==> src/rtl/shot_resolver_if.sv <==
// Shot/result handshake bundle between the turn controller and shot_resolver.
// The master side issues shots and receives the classified result strobe;
// the slave side (the resolver) accepts shots and reports results.
interface shot_resolver_if #(
    parameter int ROWS   = 5,
    parameter int COLS   = 5,
    parameter int CELL_W = 3
);
    localparam int XW = $clog2(ROWS);
    localparam int YW = $clog2(COLS);

    logic              shot_valid;
    logic              shot_ready;
    logic [XW-1:0]     shot_x;
    logic [YW-1:0]     shot_y;
    logic              result_valid;
    logic [1:0]        result;
    logic              sunk;
    logic [CELL_W-1:0] sunk_id;

    modport master (
        output shot_valid, shot_x, shot_y,
        input  shot_ready, result_valid, result, sunk, sunk_id
    );

    modport slave (
        input  shot_valid, shot_x, shot_y,
        output shot_ready, result_valid, result, sunk, sunk_id
    );
endinterface

==> src/rtl/shot_resolver.sv <==
// Battleship shot resolver: holds the ROWS x COLS board, resolves one shot
// every four cycles (IDLE -> LOOKUP -> UPDATE -> REPORT) and tracks how many
// ships are still afloat.
// Optional feature macro: SUNK_REPORT_EN (per-ship counters with sunk/sunk_id
// reporting). Without it a single total-cell counter drives ships_left.
module shot_resolver #(
    parameter int ROWS     = 5,
    parameter int COLS     = 5,
    parameter int CELL_W   = 3,
    parameter int MAX_SHIP = 5
) (
    input  logic                            clk,
    input  logic                            rst_n,
    input  logic                            load,
    input  logic [ROWS*COLS*CELL_W-1:0]     board_in,
    output logic [$clog2(MAX_SHIP+1)-1:0]   ships_left,
    output logic                            game_over,
    output logic [ROWS*COLS*CELL_W-1:0]     board_out,
    shot_resolver_if.slave                  bus
);
    localparam int CELLS  = ROWS * COLS;
    localparam int XW     = $clog2(ROWS);
    localparam int YW     = $clog2(COLS);
    localparam int CIDX_W = $clog2(CELLS);
    localparam int CNT_W  = $clog2(CELLS + 1);
    localparam int SL_W   = $clog2(MAX_SHIP + 1);
    localparam logic [CELL_W-1:0] HIT_CODE  = {{(CELL_W-1){1'b1}}, 1'b0};
    localparam logic [CELL_W-1:0] MISS_CODE = {CELL_W{1'b1}};
    localparam logic [CELL_W-1:0] MAX_ID    = CELL_W'(MAX_SHIP);

    typedef enum logic [1:0] {IDLE, LOOKUP, UPDATE, REPORT} state_t;
    typedef enum logic [1:0] {
        RES_MISS   = 2'b00,
        RES_HIT    = 2'b01,
        RES_REPEAT = 2'b10,
        RES_OOR    = 2'b11
    } res_t;

    state_t                        state_q, state_d;
    res_t                          res_q, res_d;
    logic [XW-1:0]                 x_q;
    logic [YW-1:0]                 y_q;
    logic [CELLS-1:0][CELL_W-1:0]  board_q;
    logic [CELLS-1:0][CELL_W-1:0]  board_in_cells;
    logic [CIDX_W-1:0]             cell_idx;
    logic                          in_range;
    logic [CELL_W-1:0]             cell_rd;
    logic                          accept;
    logic                          go_q;

`ifdef SUNK_REPORT_EN
    logic [CNT_W-1:0]  cnt_q    [1:MAX_SHIP];
    logic [CNT_W-1:0]  load_cnt [1:MAX_SHIP];
    logic [CNT_W-1:0]  id_cnt;
    logic [CELL_W-1:0] id_q;
    logic              sunk_q;
    logic              sunk_now;
`else
    logic [CNT_W-1:0]  total_q;
    logic [CNT_W-1:0]  load_total;
`endif

    assign board_in_cells = board_in;
    assign board_out      = board_q;

    // Latched target is only dereferenced when it lies on the board.
    assign in_range = ({1'b0, x_q} < (XW+1)'(ROWS)) && ({1'b0, y_q} < (YW+1)'(COLS));
    assign cell_idx = CIDX_W'(x_q) * CIDX_W'(COLS) + CIDX_W'(y_q);
    assign cell_rd  = in_range ? board_q[cell_idx] : '0;

    // A pending load owns the IDLE cycle; after game over no further shots.
    assign accept         = bus.shot_valid && bus.shot_ready;
    assign bus.shot_ready = (state_q == IDLE) && !load && !go_q;

    // Classify the latched target from the current cell contents.
    always_comb begin
        res_d = RES_MISS;
        if (!in_range)
            res_d = RES_OOR;
        else if (cell_rd == HIT_CODE || cell_rd == MISS_CODE)
            res_d = RES_REPEAT;
        else if (cell_rd != '0 && cell_rd <= MAX_ID)
            res_d = RES_HIT;
    end

`ifdef SUNK_REPORT_EN
    // Per-id cell counts of an incoming board, plus afloat-ship tally and the count for the shot's id.
    always_comb begin
        for (int i = 1; i <= MAX_SHIP; i++) begin
            load_cnt[i] = '0;
            for (int c = 0; c < CELLS; c++)
                if (board_in_cells[c] == CELL_W'(i))
                    load_cnt[i] = load_cnt[i] + CNT_W'(1);
        end
        ships_left = '0;
        id_cnt     = '0;
        for (int i = 1; i <= MAX_SHIP; i++) begin
            if (cnt_q[i] != '0)
                ships_left = ships_left + SL_W'(1);
            if (id_q == CELL_W'(i))
                id_cnt = cnt_q[i];
        end
    end

    assign sunk_now    = (state_q == REPORT) && sunk_q;
    assign bus.sunk    = sunk_now;
    assign bus.sunk_id = sunk_now ? id_q : '0;
`else
    // Total ship cells of an incoming board and a single afloat flag.
    always_comb begin
        load_total = '0;
        for (int c = 0; c < CELLS; c++)
            if (board_in_cells[c] != '0 && board_in_cells[c] <= MAX_ID)
                load_total = load_total + CNT_W'(1);
        ships_left = (total_q != '0) ? SL_W'(1) : '0;
    end

    assign bus.sunk    = 1'b0;
    assign bus.sunk_id = '0;
`endif

    assign bus.result_valid = (state_q == REPORT);
    assign bus.result       = (state_q == REPORT) ? res_q : RES_MISS;
    assign game_over        = go_q || ((state_q == REPORT) && (res_q == RES_HIT) && (ships_left == '0));

    // State register.
    always_ff @(posedge clk or negedge rst_n) begin
        if (!rst_n)
            state_q <= IDLE;
        else
            state_q <= state_d;
    end

    // Fixed four-step walk once a shot is accepted.
    always_comb begin
        state_d = state_q;
        case (state_q)
            IDLE:    if (accept) state_d = LOOKUP;
            LOOKUP:  state_d = UPDATE;
            UPDATE:  state_d = REPORT;
            REPORT:  state_d = IDLE;
            default: state_d = IDLE;
        endcase
    end

    // Board, counters and shot context; counters stop at zero rather than wrap.
    always_ff @(posedge clk or negedge rst_n) begin
        if (!rst_n) begin
            board_q <= '0;
            x_q     <= '0;
            y_q     <= '0;
            res_q   <= RES_MISS;
            go_q    <= 1'b0;
`ifdef SUNK_REPORT_EN
            for (int i = 1; i <= MAX_SHIP; i++) cnt_q[i] <= '0;
            id_q   <= '0;
            sunk_q <= 1'b0;
`else
            total_q <= '0;
`endif
        end else begin
            case (state_q)
                IDLE: begin
                    if (load) begin
                        board_q <= board_in_cells;
                        go_q    <= 1'b0;
`ifdef SUNK_REPORT_EN
                        for (int i = 1; i <= MAX_SHIP; i++) cnt_q[i] <= load_cnt[i];
`else
                        total_q <= load_total;
`endif
                    end else if (accept) begin
                        x_q <= bus.shot_x;
                        y_q <= bus.shot_y;
                    end
                end
                LOOKUP: begin
                    res_q <= res_d;
`ifdef SUNK_REPORT_EN
                    id_q  <= cell_rd;
`endif
                end
                UPDATE: begin
                    if (res_q == RES_MISS) begin
                        board_q[cell_idx] <= MISS_CODE;
                    end else if (res_q == RES_HIT) begin
                        board_q[cell_idx] <= HIT_CODE;
`ifdef SUNK_REPORT_EN
                        for (int i = 1; i <= MAX_SHIP; i++)
                            if (id_q == CELL_W'(i) && cnt_q[i] != '0)
                                cnt_q[i] <= cnt_q[i] - CNT_W'(1);
`else
                        if (total_q != '0)
                            total_q <= total_q - CNT_W'(1);
`endif
                    end
`ifdef SUNK_REPORT_EN
                    sunk_q <= (res_q == RES_HIT) && (id_cnt == CNT_W'(1));
`endif
                end
                REPORT: begin
                    go_q <= game_over;
`ifdef SUNK_REPORT_EN
                    sunk_q <= 1'b0;
`endif
                end
                default: ;
            endcase
        end
    end
endmodule

==> src/flat_wrapper.sv <==
// flat-port wrapper written by rule: the top's interface ports become plain ports
module shot_resolver_flat 
#(
    parameter int ROWS     = 5,
    parameter int COLS     = 5,
    parameter int CELL_W   = 3,
    parameter int MAX_SHIP = 5
)
  (clk, rst_n, load, board_in, ships_left, game_over, board_out, bus_shot_valid, bus_shot_x, bus_shot_y, bus_shot_ready, bus_result_valid, bus_result, bus_sunk, bus_sunk_id);
  shot_resolver_if #(.ROWS(ROWS), .COLS(COLS), .CELL_W(CELL_W)) bus_i ();
  input  logic clk;
  input  logic rst_n;
  input  logic load;
  input  logic [ROWS*COLS*CELL_W-1:0] board_in;
  output logic [$clog2(MAX_SHIP+1)-1:0] ships_left;
  output logic game_over;
  output logic [ROWS*COLS*CELL_W-1:0] board_out;
  input wire logic [$bits(bus_i.shot_valid)-1:0] bus_shot_valid;
  input wire logic [$bits(bus_i.shot_x)-1:0] bus_shot_x;
  input wire logic [$bits(bus_i.shot_y)-1:0] bus_shot_y;
  output wire logic [$bits(bus_i.shot_ready)-1:0] bus_shot_ready;
  output wire logic [$bits(bus_i.result_valid)-1:0] bus_result_valid;
  output wire logic [$bits(bus_i.result)-1:0] bus_result;
  output wire logic [$bits(bus_i.sunk)-1:0] bus_sunk;
  output wire logic [$bits(bus_i.sunk_id)-1:0] bus_sunk_id;
  assign bus_i.shot_valid = bus_shot_valid;
  assign bus_i.shot_x = bus_shot_x;
  assign bus_i.shot_y = bus_shot_y;
  assign bus_shot_ready = bus_i.shot_ready;
  assign bus_result_valid = bus_i.result_valid;
  assign bus_result = bus_i.result;
  assign bus_sunk = bus_i.sunk;
  assign bus_sunk_id = bus_i.sunk_id;
  shot_resolver #(.ROWS(ROWS), .COLS(COLS), .CELL_W(CELL_W), .MAX_SHIP(MAX_SHIP)) u_core (.clk(clk), .rst_n(rst_n), .load(load), .board_in(board_in), .ships_left(ships_left), .game_over(game_over), .board_out(board_out), .bus(bus_i));
endmodule
==> config.mk <==
export PLATFORM = sky130hd
export DESIGN_NAME = shot_resolver_flat
export DESIGN_NICKNAME = d
export VERILOG_FILES = /design/src/rtl/shot_resolver_if.sv /design/src/rtl/shot_resolver.sv /design/src/flat_wrapper.sv
export SDC_FILE = /design/constraint.sdc
export NUM_CORES = 1
export LEC_CHECK = 0
export ABC_AREA = 1
export CELL_PAD_IN_SITES_DETAIL_PLACEMENT = 0
export CELL_PAD_IN_SITES_GLOBAL_PLACEMENT = 1
export CORE_ASPECT_RATIO = 0.9
export CORE_MARGIN = 10
export CORE_UTILIZATION = 37
export CTS_BUF_LIST = sky130_fd_sc_hd__clkbuf_4 sky130_fd_sc_hd__clkbuf_8 sky130_fd_sc_hd__clkbuf_16
export DETAILED_ROUTE_END_ITERATION = 10
export PLACE_DENSITY_LB_ADDON = 0.1
export SYNTH_ARGS = -nofsm -noshare
export SYNTH_HDL_FRONTEND = slang
export SYNTH_SLANG_ARGS = --single-unit
==> constraint.sdc <==
create_clock -name clk -period 3.5 [get_ports clk]
set_input_delay 0.875 -clock clk [delete_from_list [all_inputs] [get_ports clk]]
set_output_delay 0.875 -clock clk [all_outputs]
set_load 0.01 [all_outputs]
==> key figures, run 1 <==
Logic synthesis
  – Syn Area/Cell: around 6.2 µm²
  – Synth Register Bits: 91
  – Synthesized area: just under 9000 µm²
  – Post-Synthesis Cells: 1412
  – Synth Warn #: 0
  – Post-synth ARST share: between 90% and 100%
  – Netlist cell types: 50
  – Number of synthesized flops with an enable pin: 0
  – Top_reg_cell synth: dfrtp_1
  – Post-synthesis sequential area ratio: between 20% and 30%

Timing
  – Max-slew violations: 0
  – Minimum clock period: between 10000 and 15000 ps
  – Hold Vio Cnt, Final: 0
  – Final setup fails: 5
  – Setup TNS: -34220 ps
  – RSZ-0062 raised after global routing: true
  – Worst Tran Pin Value: between 700 and 800 ps
  – Final Skew: ~15 ps
  – Setup WS post-layout: -7740 ps
  – Max-slew headroom: about 52%
  – FMAX: between 80 and 90 MHz
  – Final cycle utilization of the critical path: 321%

Power
  – Overall Power: around 14000 µW
  – Power Density: 975 nW/µm²
  – Leakage: between 0.007 and 0.008 µW
  – IR drop worst, VDD: 0.619 mV

Global routing
  – Vias in the first global route: 10500
  – Initial antenna violation count: 0
  – First-pass GRT wire length: 54400 µm
  – Largest net degree at the start of global routing: 53
  – Grt ovf: 0
  – GRT Util Overall: between 20% and 30%

Route
  – Wirelength per Cell: roughly 16 µm
  – Drt pass-1 iters: 5
  – DRC: 0
  – 1st-iter DRT viols: roughly 740
  – Final ANT Viol Nets: 0
  – Drt via density: approximately 4.9
  – DR vias: ~11000
  – Post-Route WL: between 30000 and 40000 µm

Die
  – Initial Util: around 38%
  – Die area: approximately 30000 µm²
  – Core area: 23300 µm²
  – Die width: 182 µm
  – Die height: 166 µm
  – Core Rows: 53
  – # IOs: roughly 170

Placement
  – Number of port buffers: about 170
  – Setup WS pre-CTS: -8390 ps
  – Dpl cell area: 12500 µm²
  – Post-DP HPWL: about 25000 µm
  – Placer Congestion: just under 0.9

Setup path
  – WP data arrival: 11530 ps
  – Worst setup SP type: input pin
  – Slowest-stage cell, CP: ha_4
  – CP Class: input pin to register
  – Cell mode on critical path: buf_4
  – CP Data Required Time: about 3800 ps
  – Critical path capture point type: register
  – Critical Path Fanout Max: 3
  – CP peak stage delay: between 300 and 400 ps

Finish
  – Layout cells sized above 1: 32.1%
  – Fin util: 62.2%
  – Final instance area: ~15000 µm²
  – Fill cells: around 2100
  – Syn-to-layout area delta: 65.7%
  – Antenna Cells: 0
  – Nets: 1999

Status
  – Status: finished, violations left
  – Failing checks: setup timing

Clocking
  – CTS Root Cell: clkbuf_16
  – CTS H-tree depth: 3
  – Hold buffer count at CTS: 0
  – Clk slew on worst S/H paths: about 80 ps
  – Clock Sinks: between 90 and 100
  – CTS tree: done
  – Bufs on Longest Clock Path: 2
  – CTS buffer count: 9
  – Worst-Skew Late Latency: 360 ps

Run
  – Max Cap Viol: 0

Worst hold path
  – Hold crit path type: input pin to async pin
==> per-layer routing <==
metal	GRT usage, %	routed length [µm]	vias up	part of all wire (%)
met5	0	0	-	0
met4	6.04	869	0	2.5
met3	4.68	2350	62	6.8
met2	34.2	15500	312	45
met1	29.3	16000	4943	46
li1	-	-	5417	-
==> final cells by class <==
class / count / area (µm²) / area share [%]
clock buffers: 9 / 225 / 1.55
clock inverters: 7 / 66.3 / 0.457
inverters: 276 / 1060 / 7.31
multi-input cells: 1019 / 6420 / 44.2
flip-flops and latches: 91 / 2280 / 15.7
well taps: 302 / 378 / 2.60
repair buffers: 478 / 4090 / 28.2
==> logic make-up after synthesis <==
| family | synth area share (%) |
|---|---|
| flops | 26.0 |
| mux | 0.386 |
| simple gates | 36.3 |
| xor+xnor | 1.40 |
| fa+ha+maj | 5.66 |
| other cells | 0.0428 |
| buf+inv | 13.4 |
| compound gates | 16.8 |
==> what timing repair did <==
action,in CTS,in global routing
setup endpoints to repair,5,35
pin swaps,68,86
setup buffers,74,15
gates resized for setup,89,184
==> power by group <==
part	switching, µW	total (µW)	internal [µW]	leakage, µW
registers	385	1860	1480	0.000984
clock network	505	1010	502	0.000138
logic	6530	11300	4740	0.00650
==> cell usage in the layout, fill, tap and decap left out, drive strengths merged, types with 6 or more instances in the layout <==
master,netlist,routed
xnor2,9,9
nand3b,15,15
inv,273,278
or2,12,12
a22oi,20,20
o21ai,86,86
nor2,137,137
clkbuf,20,9
nand3,113,113
conb,1,6
dfrtp,91,91
ha,38,38
buf,11,320
nand2,418,418
o22ai,23,23
a21oi,92,92
clkdlybuf4s50,0,155
==> worst max-delay path: cells and delay by family <==
| family | cells | cell delay, ps |
|---|---|---|
| buffers and inverters | 54 | 6490 |
| and+or+nand+nor | 43 | 3180 |
| adders and majority gates | 2 | 530 |
| AOI/OAI and AO/OA | 3 | 410 |
==> stage by stage <==
step                hold WS [ps]  std cells
finish                       494       2182
global placement             496       2078
global route                 532       2182
floorplan                    468       1417
detailed placement           501       2078
CTS                          518       2168
==> path summary, 6_finish.rpt <==
path	slack [ps]	startpoint	depth (start not counted)	to
max	-7740	board_in[5]	102	u_core.total_q[4]
max in group asynchronous	2280	rst_n	2	async pin
min in group clk	520	register	2	register
min	490	rst_n	1	u_core.board_out[59]
min reg2reg	520	register	2	register
max reg2reg	190	u_core.x_q[0]	13	u_core.board_out[28]
==> synthesized netlist by cell type (all sizes together) (2+ instances only) <==
library cell / count / share of area (%)
nor2: 137 / 6.0
a21boi: 2 / 0.17
a21oi: 92 / 5.3
a22o: 2 / 0.20
buf: 11 / 0.74
xor2: 5 / 0.50
inv: 273 / 12
o21ai: 86 / 5.1
a221oi: 4 / 0.40
xnor2: 9 / 0.90
dfrtp: 91 / 26
mux2: 3 / 0.39
nand3b: 15 / 1.3
clkbuf: 20 / 0.86
o21bai: 2 / 0.17
o2111ai: 4 / 0.40
nand2: 418 / 20
o31ai: 3 / 0.26
a31oi: 5 / 0.36
ha: 38 / 5.4
clkinv: 3 / 0.13
or2: 12 / 0.86
a22oi: 20 / 1.8
o22ai: 23 / 1.6
nor3: 5 / 0.29
nand3: 113 / 7.6
a41oi: 5 / 0.50
Power figures use the tool's default switching activity.
==> run 2: changes to the inputs <==
Settings changed: PLACE_DENSITY set to 0.87, PLACE_DENSITY_LB_ADDON 0.1 to not set.
==> key figures, run 2 (synthesized netlist as in run 1, its figures left out) <==
Setup path
  – Worst setup SP type: input pin (unchanged)
  – Worst path top cell family by delay: simple AND/OR/NAND/NOR gates (was buffers and inverters)
  – CP Class: input pin to register (unchanged)
  – CP Data Required Time: 3740 ps (was 3780 ps)
  – Critical path capture point type: register (unchanged)
  – Critical Path Fanout Max: 3 (unchanged)
  – Cell mode on critical path: nand2_4 (was buf_4)
  – Slowest-stage cell, CP: ha_1 (was ha_4)
  – R2R Setup Slk: 270 ps (was 190 ps)
  – CP peak stage delay: 310 ps (about the same)
  – Buf+Inv Stages, Crit Path: 9 (was 54)
  – WP data arrival: 10980 ps (was 11530 ps)

Run
  – Max Cap Viol: 0 (unchanged)

Route
  – Post-Route WL: 33100 µm (was 34800 µm)
  – DR vias: 10500 (was 10700)
  – Wirelength per Cell: 15.4 µm (was 15.9 µm)
  – Drt pass-1 iters: 5 (unchanged)
  – 1st-iter DRT viols: 662 (was 737)
  – Final ANT Viol Nets: 0 (unchanged)
  – DRC: 0 (unchanged)
  – Drt via density: 4.91 (was 4.92)

Global routing
  – Largest net degree at the start of global routing: 49 (was 53)
  – Vias in the first global route: 10300 (was 10500)
  – GRT Util Overall: 21.0% (was 21.8%)
  – Initial antenna violation count: 0 (unchanged)
  – Grt ovf: 0 (unchanged)
  – First-pass GRT wire length: 52500 µm (was 54400 µm)

Clocking
  – CTS tree: done (unchanged)
  – Worst-Skew Late Latency: 360 ps (about the same)
  – CTS buffer count: 9 (unchanged)
  – CTS H-tree depth: 3 (unchanged)
  – Clk slew on worst S/H paths: 70 ps (was 80 ps)
  – Clock Sinks: 91 (unchanged)
  – CTS Root Cell: clkbuf_16 (unchanged)
  – Bufs on Longest Clock Path: 2 (unchanged)
  – Hold buffer count at CTS: 0 (unchanged)

Power
  – IR drop worst, VDD: 0.635 mV (was 0.619 mV)
  – Power Density: 982 nW/µm² (was 975 nW/µm²)
  – Leakage: 0.00723 µW (was 0.00762 µW)

Finish
  – Antenna Cells: 0 (unchanged)
  – Final instance area: 13800 µm² (was 14500 µm²)
  – Most frequent cells in the layout: nand2_1 (346), buf_4 (274), inv_1 (256), clkdlybuf4s50_1 (155), nor2_1 (127) (was buf_4 (295), nand2_1 (294), inv_1 (255), clkdlybuf4s50_1 (155), nor2_1 (129))
  – Syn-to-layout area delta: 57.1% (was 65.7%)
  – Nets: 1965 (was 1999)
  – Commonest non-fill, non-tap cell in the layout: nand2_1 (was buf_4)
  – Fin util: 58.9% (was 62.2%)
  – Layout cells sized above 1: 26.9% (was 32.1%)
  – Fill cells: 2231 (was 2147)

Placement
  – Post-DP HPWL: 25300 µm (was 25200 µm)
  – Number of port buffers: 165 (unchanged)
  – Placer Congestion: 0.897 (was 0.882)
  – Dpl cell area: 12600 µm² (was 12500 µm²)

Die
  – Initial Util: 37.5% (unchanged)
  – Core Rows: 53 (unchanged)
  – Die area: 30200 µm² (unchanged)
  – Die height: 166 µm (unchanged)
  – Core area: 23300 µm² (unchanged)
  – Die width: 182 µm (unchanged)
  – # IOs: 172 (unchanged)

Timing
  – Setup TNS: -32560 ps (was -34220 ps)
  – Max-slew headroom: 48.5% (was 51.7%)
  – Final hold slack: 523 ps (was 494 ps)
  – Minimum clock period: 10740 ps (was 11240 ps)
  – Final setup fails: 5 (unchanged)
  – Max-slew violations: 0 (unchanged)
  – Hold Vio Cnt, Final: 0 (unchanged)
  – RSZ-0062 raised after global routing: true (unchanged)
  – FMAX: 93.1 MHz (was 88.9 MHz)
  – Final Skew: 8.98 ps (was 14.8 ps)
  – Worst Tran Pin Value: 772 ps (was 723 ps)
  – Final cycle utilization of the critical path: 307% (was 321%)
  – Setup WS post-layout: -7240 ps (was -7740 ps)

Worst hold path
  – Hold crit path type: input pin to async pin (unchanged)

Status
  – Status: finished, violations left (unchanged)
  – Failing checks: setup timing (unchanged)
run 2: cell count changes in the layout (fill, tap and decap cells not counted), moves of 4 or more:
cell and change:
buf_6 -13, nand3_4 -14, nand3_1 +15, nand2_2 -30, nand2_4 -22, buf_4 -21
nor2_2 +4, nand2_1 +52, a21oi_1 +4
run 2: metrics by stage:
stage                     setup slack (ps)  std cells  power (µW)
final                                -7240       2148       13500
after global routing                 -7800       2148       14700
after CTS                            -7320       2141       13000
after detailed placement             -8340       2086       11400
after global placement               -8020       2086       11200
after floorplan                      -7060       1417        7500
run 2: power by group:
part	leakage (µW)	internal, µW	switching, µW
logic	0.00610	4430	6170
registers	0.000984	1480	382
clock network	0.000150	565	475
total	0.00723	6480	7030
run 2: area by class of cell:
type | instances | area (µm²) | area share (%)
Clock inverter | 6 | 66.3 | 0.482
Inverter | 276 | 1060 | 7.71
Timing Repair Buffer | 444 | 3790 | 27.6
Sequential cell | 91 | 2280 | 16.6
Tap cell | 302 | 378 | 2.75
Multi-Input combinational cell | 1019 | 5950 | 43.2
Clock buffer | 10 | 233 | 1.69
run 2: repair_timing:
action | CTS | global route
gates resized for setup | 92 | 56
setup buffers | 40 | 9
setup endpoints to repair | 5 | 14
pin swaps | 72 | 76
run 2: worst paths after layout:
path,from,end,cells past startpoint
worst min-delay path,rst_n,u_core.total_q[3],1
worst max-delay path,board_in[3],u_core.total_q[4],77
worst max register to register,u_core.x_q[0],u_core.res_q[0],17
max in group asynchronous,rst_n,u_core.board_out[31],2
min in group clk,register,register,2
worst min register to register,register,register,2
run 2: layer usage:
layer / up-vias / routed length (µm) / GRT usage, %
li1: 5342 / - / -
met1: 4847 / 15200 / 27.9
met2: 304 / 15200 / 33.8
met3: 44 / 2160 / 4.94
met4: 0 / 519 / 4.07
met5: - / 0 / 0
